===== src/rtl/glb_write_sched.sv =====
// GLB write-port scheduler: round-robin arbitration between two streaming loaders,
// one burst per grant, with wrapping address generation and column-id tagging.
module glb_write_sched #(
  parameter int DATA_WIDTH  = 16,
  parameter int NUM_COL     = 8,
  parameter int BUFFER_SIZE = 512,
  localparam int AW  = $clog2(BUFFER_SIZE),
  localparam int IDW = $clog2(NUM_COL) + 1
) (
  input  logic                  clk,
  input  logic                  rstn,
  input  logic                  req0,
  input  logic                  req1,
  input  logic [AW-1:0]         base0,
  input  logic [AW-1:0]         base1,
  input  logic [AW:0]           len0,
  input  logic [AW:0]           len1,
  input  logic [7:0]            ksize0,
  input  logic [7:0]            ksize1,
  input  logic [DATA_WIDTH-1:0] data0,
  input  logic [DATA_WIDTH-1:0] data1,
  input  logic                  valid0,
  input  logic                  valid1,
  output logic                  ready0,
  output logic                  ready1,
  output logic                  done0,
  output logic                  done1,
  output logic                  glb_we,
  output logic [AW-1:0]         glb_addr,
  output logic [DATA_WIDTH-1:0] glb_data,
  output logic [IDW-1:0]        glb_id,
  output logic [1:0]            grant,
  output logic                  busy
);

  typedef enum logic [1:0] {IDLE = 2'd0, BURST = 2'd1, DONE = 2'd2} state_t;

  state_t                  state_r, state_s;
  logic                    owner_r, last_r;
  logic                    start_s, win_s, hs_s, sel_valid_s;
  logic [AW-1:0]           addr_r;
  logic [AW:0]             cnt_r, len_r;
  logic [IDW-1:0]          k_r, id_r;
  logic                    glb_we_r, done0_r, done1_r;
  logic [AW-1:0]           glb_addr_r;
  logic [DATA_WIDTH-1:0]   glb_data_r;
  logic [IDW-1:0]          glb_id_r;

  function automatic logic [IDW-1:0] clamp_k(input logic [7:0] k);
    if (k == 8'd0) begin
      return IDW'(1);
    end else if (k > 8'(NUM_COL)) begin
      return IDW'(NUM_COL);
    end else begin
      return k[IDW-1:0];
    end
  endfunction

  // next-state, arbitration and handshake decode
  always_comb begin
    state_s     = state_r;
    start_s     = 1'b0;
    win_s       = owner_r;
    hs_s        = 1'b0;
    sel_valid_s = owner_r ? valid1 : valid0;
    case (state_r)
      IDLE: begin
        if (req0 && req1) begin
          start_s = 1'b1;
          win_s   = ~last_r;
        end else if (req0) begin
          start_s = 1'b1;
          win_s   = 1'b0;
        end else if (req1) begin
          start_s = 1'b1;
          win_s   = 1'b1;
        end else begin
          start_s = 1'b0;
        end
        if (start_s) begin
          state_s = ((win_s ? len1 : len0) == '0) ? DONE : BURST;
        end else begin
          state_s = IDLE;
        end
      end
      BURST: begin
        hs_s = sel_valid_s;
        if (hs_s && (cnt_r == len_r - (AW+1)'(1))) begin
          state_s = DONE;
        end else begin
          state_s = BURST;
        end
      end
      DONE:    state_s = IDLE;
      default: state_s = IDLE;
    endcase
  end

  // state, owner and round-robin history (last_r = 1 means port 1 was last served)
  always_ff @(posedge clk or negedge rstn) begin
    if (!rstn) begin
      state_r <= IDLE;
      owner_r <= 1'b0;
      last_r  <= 1'b1;
    end else begin
      state_r <= state_s;
      if (start_s) owner_r <= win_s;
      if (state_r == DONE) last_r <= owner_r;
    end
  end

  // burst bookkeeping: next address, word count and next id
  always_ff @(posedge clk or negedge rstn) begin
    if (!rstn) begin
      addr_r <= '0;
      cnt_r  <= '0;
      len_r  <= '0;
      k_r    <= '0;
      id_r   <= '0;
    end else if (start_s) begin
      addr_r <= win_s ? base1 : base0;
      len_r  <= win_s ? len1 : len0;
      k_r    <= clamp_k(win_s ? ksize1 : ksize0);
      cnt_r  <= '0;
      id_r   <= IDW'(1);
    end else if (hs_s) begin
      addr_r <= (addr_r == AW'(BUFFER_SIZE - 1)) ? '0 : addr_r + AW'(1);
      cnt_r  <= cnt_r + (AW+1)'(1);
      id_r   <= (id_r == k_r) ? IDW'(1) : id_r + IDW'(1);
    end
  end

  // registered GLB write port and done pulses; id holds between writes
  always_ff @(posedge clk or negedge rstn) begin
    if (!rstn) begin
      glb_we_r   <= 1'b0;
      glb_addr_r <= '0;
      glb_data_r <= '0;
      glb_id_r   <= '0;
      done0_r    <= 1'b0;
      done1_r    <= 1'b0;
    end else begin
      glb_we_r   <= hs_s;
      glb_addr_r <= hs_s ? addr_r : '0;
      glb_data_r <= hs_s ? (owner_r ? data1 : data0) : '0;
      if (hs_s) glb_id_r <= id_r;
      done0_r    <= (state_r == DONE) && !owner_r;
      done1_r    <= (state_r == DONE) && owner_r;
    end
  end

  assign ready0   = (state_r == BURST) && !owner_r;
  assign ready1   = (state_r == BURST) && owner_r;
  assign busy     = (state_r != IDLE);
  assign grant    = (state_r == IDLE) ? 2'b00 : (owner_r ? 2'b10 : 2'b01);
  assign glb_we   = glb_we_r;
  assign glb_addr = glb_addr_r;
  assign glb_data = glb_data_r;
  assign glb_id   = glb_id_r;
  assign done0    = done0_r;
  assign done1    = done1_r;

endmodule


===== config.mk =====
export PLATFORM = sky130hd
export DESIGN_NAME = glb_write_sched
export DESIGN_NICKNAME = d
export VERILOG_FILES = /design/src/rtl/glb_write_sched.sv
export SDC_FILE = /design/constraint.sdc
export NUM_CORES = 1
export LEC_CHECK = 0
export CORE_ASPECT_RATIO = 1.5
export CORE_UTILIZATION = 50
export DETAILED_ROUTE_END_ITERATION = 7
export PLACE_DENSITY_LB_ADDON = 0.08
export SYNTH_ARGS = -nofsm -noshare
export SYNTH_HDL_FRONTEND = slang
export SYNTH_SLANG_ARGS = --single-unit
export TNS_END_PERCENT = 100

===== constraint.sdc =====
create_clock -name clk -period 3.35 [get_ports clk]
set_input_delay 0.335 -clock clk [delete_from_list [all_inputs] [get_ports clk]]
set_output_delay 0.335 -clock clk [all_outputs]
set_load 0.02 [all_outputs]

**After elaboration in Yosys (flattened, before gate mapping)**

Index checks and enable logic that the tools add are counted.
Widths: inputs -> output; s select.

- Add/sub/neg operators: 4
- $lt $le $gt $ge: 1
- Equal/unequal tests: 5
- Mux-type cells: 35
- Bitwise logic cells: 1
- Reduce and logical (&&, ||, !) cells: 12

Operators by type and width:

| operator | number |
|---|---|
| $mux 9 | 5 |
| $mux 10 | 4 |
| $mux 16 | 2 |
| $mux 4 | 5 |
| $mux 1 | 12 |
| $add 10x1->10 const B | 1 |
| $eq 10x10->1 | 1 |
| $logic_not 10->1 | 1 |
| $mux 2 | 5 |
| $sub 10x1->10 const B | 1 |
| $add 9x1->9 const B | 1 |
| $eq 9x9->1 const B | 1 |
| $gt 8x4->1 const B | 1 |
| $logic_not 8->1 | 1 |
| $mux 8 | 1 |
| $logic_and 1x1->1 | 6 |
| $add 4x1->4 const B | 1 |
| $eq 4x4->1 | 1 |
| $pmux 2 s2 | 1 |
| $reduce_bool 2->1 | 2 |
| $eq 2x1->1 const B | 1 |
| $eq 2x2->1 const B | 1 |
| $logic_not 2->1 | 1 |
| $logic_not 1->1 | 1 |
| $not 1->1 | 1 |

- Register bits after elaboration: 73
- Bits of input ports: 92
- Output and inout bits: 37
- Logic and storage cells: 72

**Depth between registers and ports, before layout**

- Word-level depth: 9
- Gate-level depth with buffers: 9
- Mapped depth without buffers: 8

**Least setup slack after synthesis**

Ideal clock, no wire load.

- Path kind: reg2reg
- Start: reg addr_r[0]
- End: reg addr_r[5]
- Library setup time: 0.082 ns
- Data arrival time: 2.153 ns
- Data required time: 3.268 ns
- Slack: 1.115 ns
- Cell stages (with the launch flop): 9
- Path buffers: 1
- Period minus slack after synthesis: 2.235 ns
- Cells stage by stage: dfrtp_1 ha_1 and3_1 and3_1 ha_1 or3_1 clkbuf_2 o311a_1 a31oi_1

- Cells in the longest elaborated chain, start to end: 4
- Elaborated cells on any way between the ends: 5
- Those cells by class: 1 x add/sub; 1 x eq/ne; 3 x mux

Ends and longest elaborated chain:

| item | RTL line | text |
|---|---|---|
| start: declaration | 41 | `logic [AW-1:0] addr_r;` |
| start signal: assignment | 121 | `addr_r <= win_s ? base1 : base0;` |
| start signal: assignment | 127 | `addr_r <= (addr_r == AW'(BUFFER_SIZE - 1)) ? '0 : addr_r + AW'(1);` |
| $add 9x1->9 or $eq 9x9->1 (tied branches) | 127 |  |
| $mux 9 (*) | 127 |  |
| $mux 9 (*) | 126 | `end else if (hs_s) begin` |
| $mux 9 (*) | 120 | `end else if (start_s) begin` |

Mark *: on every way between the ends. The rest lies on a longest branch, timed or not. The select of a mux whose other input is x is not followed.
A chain may end at the register's enable or synchronous reset.

**Worst setup path after layout**

- Start: reg addr_r[0]
- End: reg addr_r[6]

Same word-level chain as after synthesis.

==> results.sh <==
export IMPL_total_power_mw=4.140
export IMPL_core_area_um2=7322
export IMPL_worst_slack_ns=0.8746
export IMPL_vias_per_cell=5.471
export IMPL_dpl_hpwl_mm=6.881
export IMPL_fin_hold_ws_ns=0.09813
export IMPL_pre_cts_ws_ns=0.8434
export IMPL_p_sw_mw=1.639
export IMPL_gp_congestion=0.8875
export IMPL_routedWlPerCell_um=14.81
export IMPL_worst_path_max_delay_cell="or3_1"
export IMPL_ys_warnings_count=0
export IMPL_setup_viol=0
export IMPL_drv_cap=0
export IMPL_start_util_pct=52.07
export IMPL_ir_drop_uv=485.8
export IMPL_drc=0
export IMPL_grt_remaining_overflow=0
export IMPL_finalSetupTns_ns=0
export IMPL_pin_count=129
export IMPL_fin_util_pct=73.62
export IMPL_worst_slew_pin_transition_ns=0.9125
export IMPL_rows=38
export IMPL_path_class="register to register"
export IMPL_diodes=0
export IMPL_groute_usage_overall_pct=26.08
export IMPL_numCtsBuffers=9
export IMPL_cp_end_kind="register"
export IMPL_p_comb_share_pct=45.1
export IMPL_synth_cell_type_count=57
export IMPL_synthCells=411
export IMPL_clkSinkCount=73
export IMPL_cts_tree="done"
export IMPL_dieHeight_um=108.9
export IMPL_cts_hold_buf=0
export IMPL_drt_total_wl_mm=9.466
export IMPL_synthArstFlopShare_pct=100.0
export IMPL_r2r_end="addr_r[6]"
export IMPL_critPathMaxStageDelay_ns=0.52
export IMPL_cp_data_required_time_ns=3.62
export IMPL_syn_cell_area_um2=3812
export IMPL_synth_top_flop_cell="dfrtp_1"
export IMPL_first_iter_violations=204
export IMPL_p_seq_share_pct=35.9
export IMPL_drive_gt1_share_pct=7.421
export IMPL_leakagePower_nw=2.357
export IMPL_place_area_um2=5161
export IMPL_critPathArrivalTime_ns=2.75
export IMPL_dp_cells=623
export IMPL_cts_root_buf="clkbuf_8"
export IMPL_finalCritPeriodShare_pct=73.89
export IMPL_path_buf_inv=0
export IMPL_mostFrequentLayoutCells="clkdlybuf4s50_1 (127), dfrtp_1 (72), nand2_1 (70)"
export IMPL_hold_violations=0
export IMPL_final_cells=639
export IMPL_antenna_found_initial=0
export IMPL_cp_start_kind="register"
export IMPL_avgSynthCellArea_um2=9.276
export IMPL_multi_input_area_um2=1869
export IMPL_synth_seq_cells=73
export IMPL_htreeDepth=3
export IMPL_fin_area_um2=5390
export IMPL_finClkSkew_ns=0.008697
export IMPL_fmax_ghz=0.4040
export IMPL_area_growth_pct=41.38
export IMPL_crit_chain="ha_1, and3_1, and3_1, ha_1, or3_1, o311a_1, a31oi_1"
export IMPL_grt_pass1_wl_mm=15.73
export IMPL_yosysTopAreaCellShare_pct=47.26
export IMPL_final_common_cell="clkdlybuf4s50_1"
export IMPL_dr_pass1_iters=4
export IMPL_grt_max_degree=74
export IMPL_die_w_um=73.30
export IMPL_ys_top_cells_by_area="dfrtp_1 (47%), nand2_1 (6.9%), nor2_1 (5.0%)"
export IMPL_path_max_fanout=8
export IMPL_clk_latency_ns=0.36
export IMPL_fin_crit_ns=2.475
export IMPL_post_cts_resized=0
export IMPL_die_area_um2=7985
export IMPL_via_count=3496
export IMPL_clockBufferDepth=2
export IMPL_status="complete, no violations"
export IMPL_yosysTopAreaCell="dfrtp_1"
export IMPL_ant_nets=0
export IMPL_syn_nets=508
export IMPL_synth_edff_count=0
export IMPL_final_seq_area_um2=1828
export IMPL_r2r_start="addr_r[0]"
export IMPL_cp_depth=7
export IMPL_cts_setup_buffers=0
export IMPL_switching_share_pct=39.59
export IMPL_nets=631
export IMPL_clk_pin_slew_ns=0.08
export IMPL_ys_seq_area_share_pct=47.95
export IMPL_maxSlewViolCount=0
export IMPL_p_int_mw=2.501
export IMPL_clockPowerShare_pct=19.0
export IMPL_grt_pass1_vias=3511
export IMPL_io_buffers=128
export IMPL_r2r_cells=7
export IMPL_r2r_slack_ns=0.87
export IMPL_worstHoldPathType="input port to asynchronous set/reset pin"
export IMPL_grt_setup_unrepaired="false"
export IMPL_n_fill_cell=560
export IMPL_slew_headroom_pct=39.17
export IMPL_p_per_area_nw_per_um2=768.2
export IMPL_crit_family="simple AND/OR/NAND/NOR gates"
[registers in the layout, indices dropped and copies added, names as in the netlist, 2 cells and up]
register and flops:
cnt_r 10, glb_addr 9, state_r 2, addr_r 9
k_r 4, len_r 10, id_r 4, glb_data 16
glb_id 4
[cell families (layout without fill, tap and decap cells)]
logic type               count (synthesis)  after routing  synth area share (%)
AO/OA/AOI/OAI                           75             75                 13.00
XOR/XNOR                                22             22                 5.054
adder cells (fa/ha/maj)                  5              5                 1.641
buffers and inverters                   28            156                 3.216
flip-flops                              73             73                 47.95
multiplexers                            19             19                 4.988
AND/OR/NAND/NOR                        189            189                 24.15
[cells in the mapped netlist (2+ instances only)]
library cell	instances
and2_1	9
ha_1	5
nor2_1	51
and3_1	6
nand4_1	5
mux2i_1	19
xnor2_1	5
inv_1	6
nor2b_1	2
nand3_1	8
a21o_1	2
o21ai_1	2
nor4_1	7
or4_1	2
clkbuf_1	9
dfrtp_1	72
xor2_1	17
nand2_1	70
or3_1	4
a31oi_1	24
a211oi_1	5
o21ai_0	19
a21oi_1	9
buf_1	2
nor3b_1	4
o311a_1	3
buf_2	7
nor3_1	7
inv_2	2
[metal layers]
metal | wire (um) | up-vias | GRT usage, %
met1 | 3706 | 1652 | 29.40
met2 | 4918 | 141 | 45.17
met5 | 0 | - | 0
li1 | - | 1679 | -
met3 | 567 | 24 | 6.562
met4 | 274 | 0 | 13.05
[power groups by stage]
stage / Combinational, mW / Sequential (mW) / Clock [mW]
after detailed placement: 1.86 / 1.50 / 0
after floorplan: 1.09 / 1.58 / 0
after global placement: 1.83 / 1.48 / 0
after global routing: 2.05 / 1.53 / 0.834
final: 1.87 / 1.49 / 0.786
after CTS: 1.88 / 1.48 / 0.791
[area by class of cell]
| class | instances | area share, % |
|---|---|---|
| Timing Repair Buffer | 132 | 24.28 |
| Sequential cell | 73 | 33.91 |
| Clock buffer | 10 | 2.553 |
| Multi-Input combinational cell | 310 | 34.68 |
| Clock inverter | 6 | 1.695 |
| Tap cell | 100 | 2.321 |
| Inverter | 8 | 0.5571 |
[worst max-delay path by stage]
stage                    from         to  slack [ns]
finish              addr_r[0]  addr_r[6]        0.87
global route        addr_r[0]  addr_r[6]        0.75
CTS                 addr_r[0]  addr_r[6]        0.89
detailed placement     valid1   cnt_r[7]        0.84
global placement       valid1   cnt_r[9]        0.95
floorplan           addr_r[0]  addr_r[5]        1.12
Note: power is estimated with default switching activity, not from simulation.
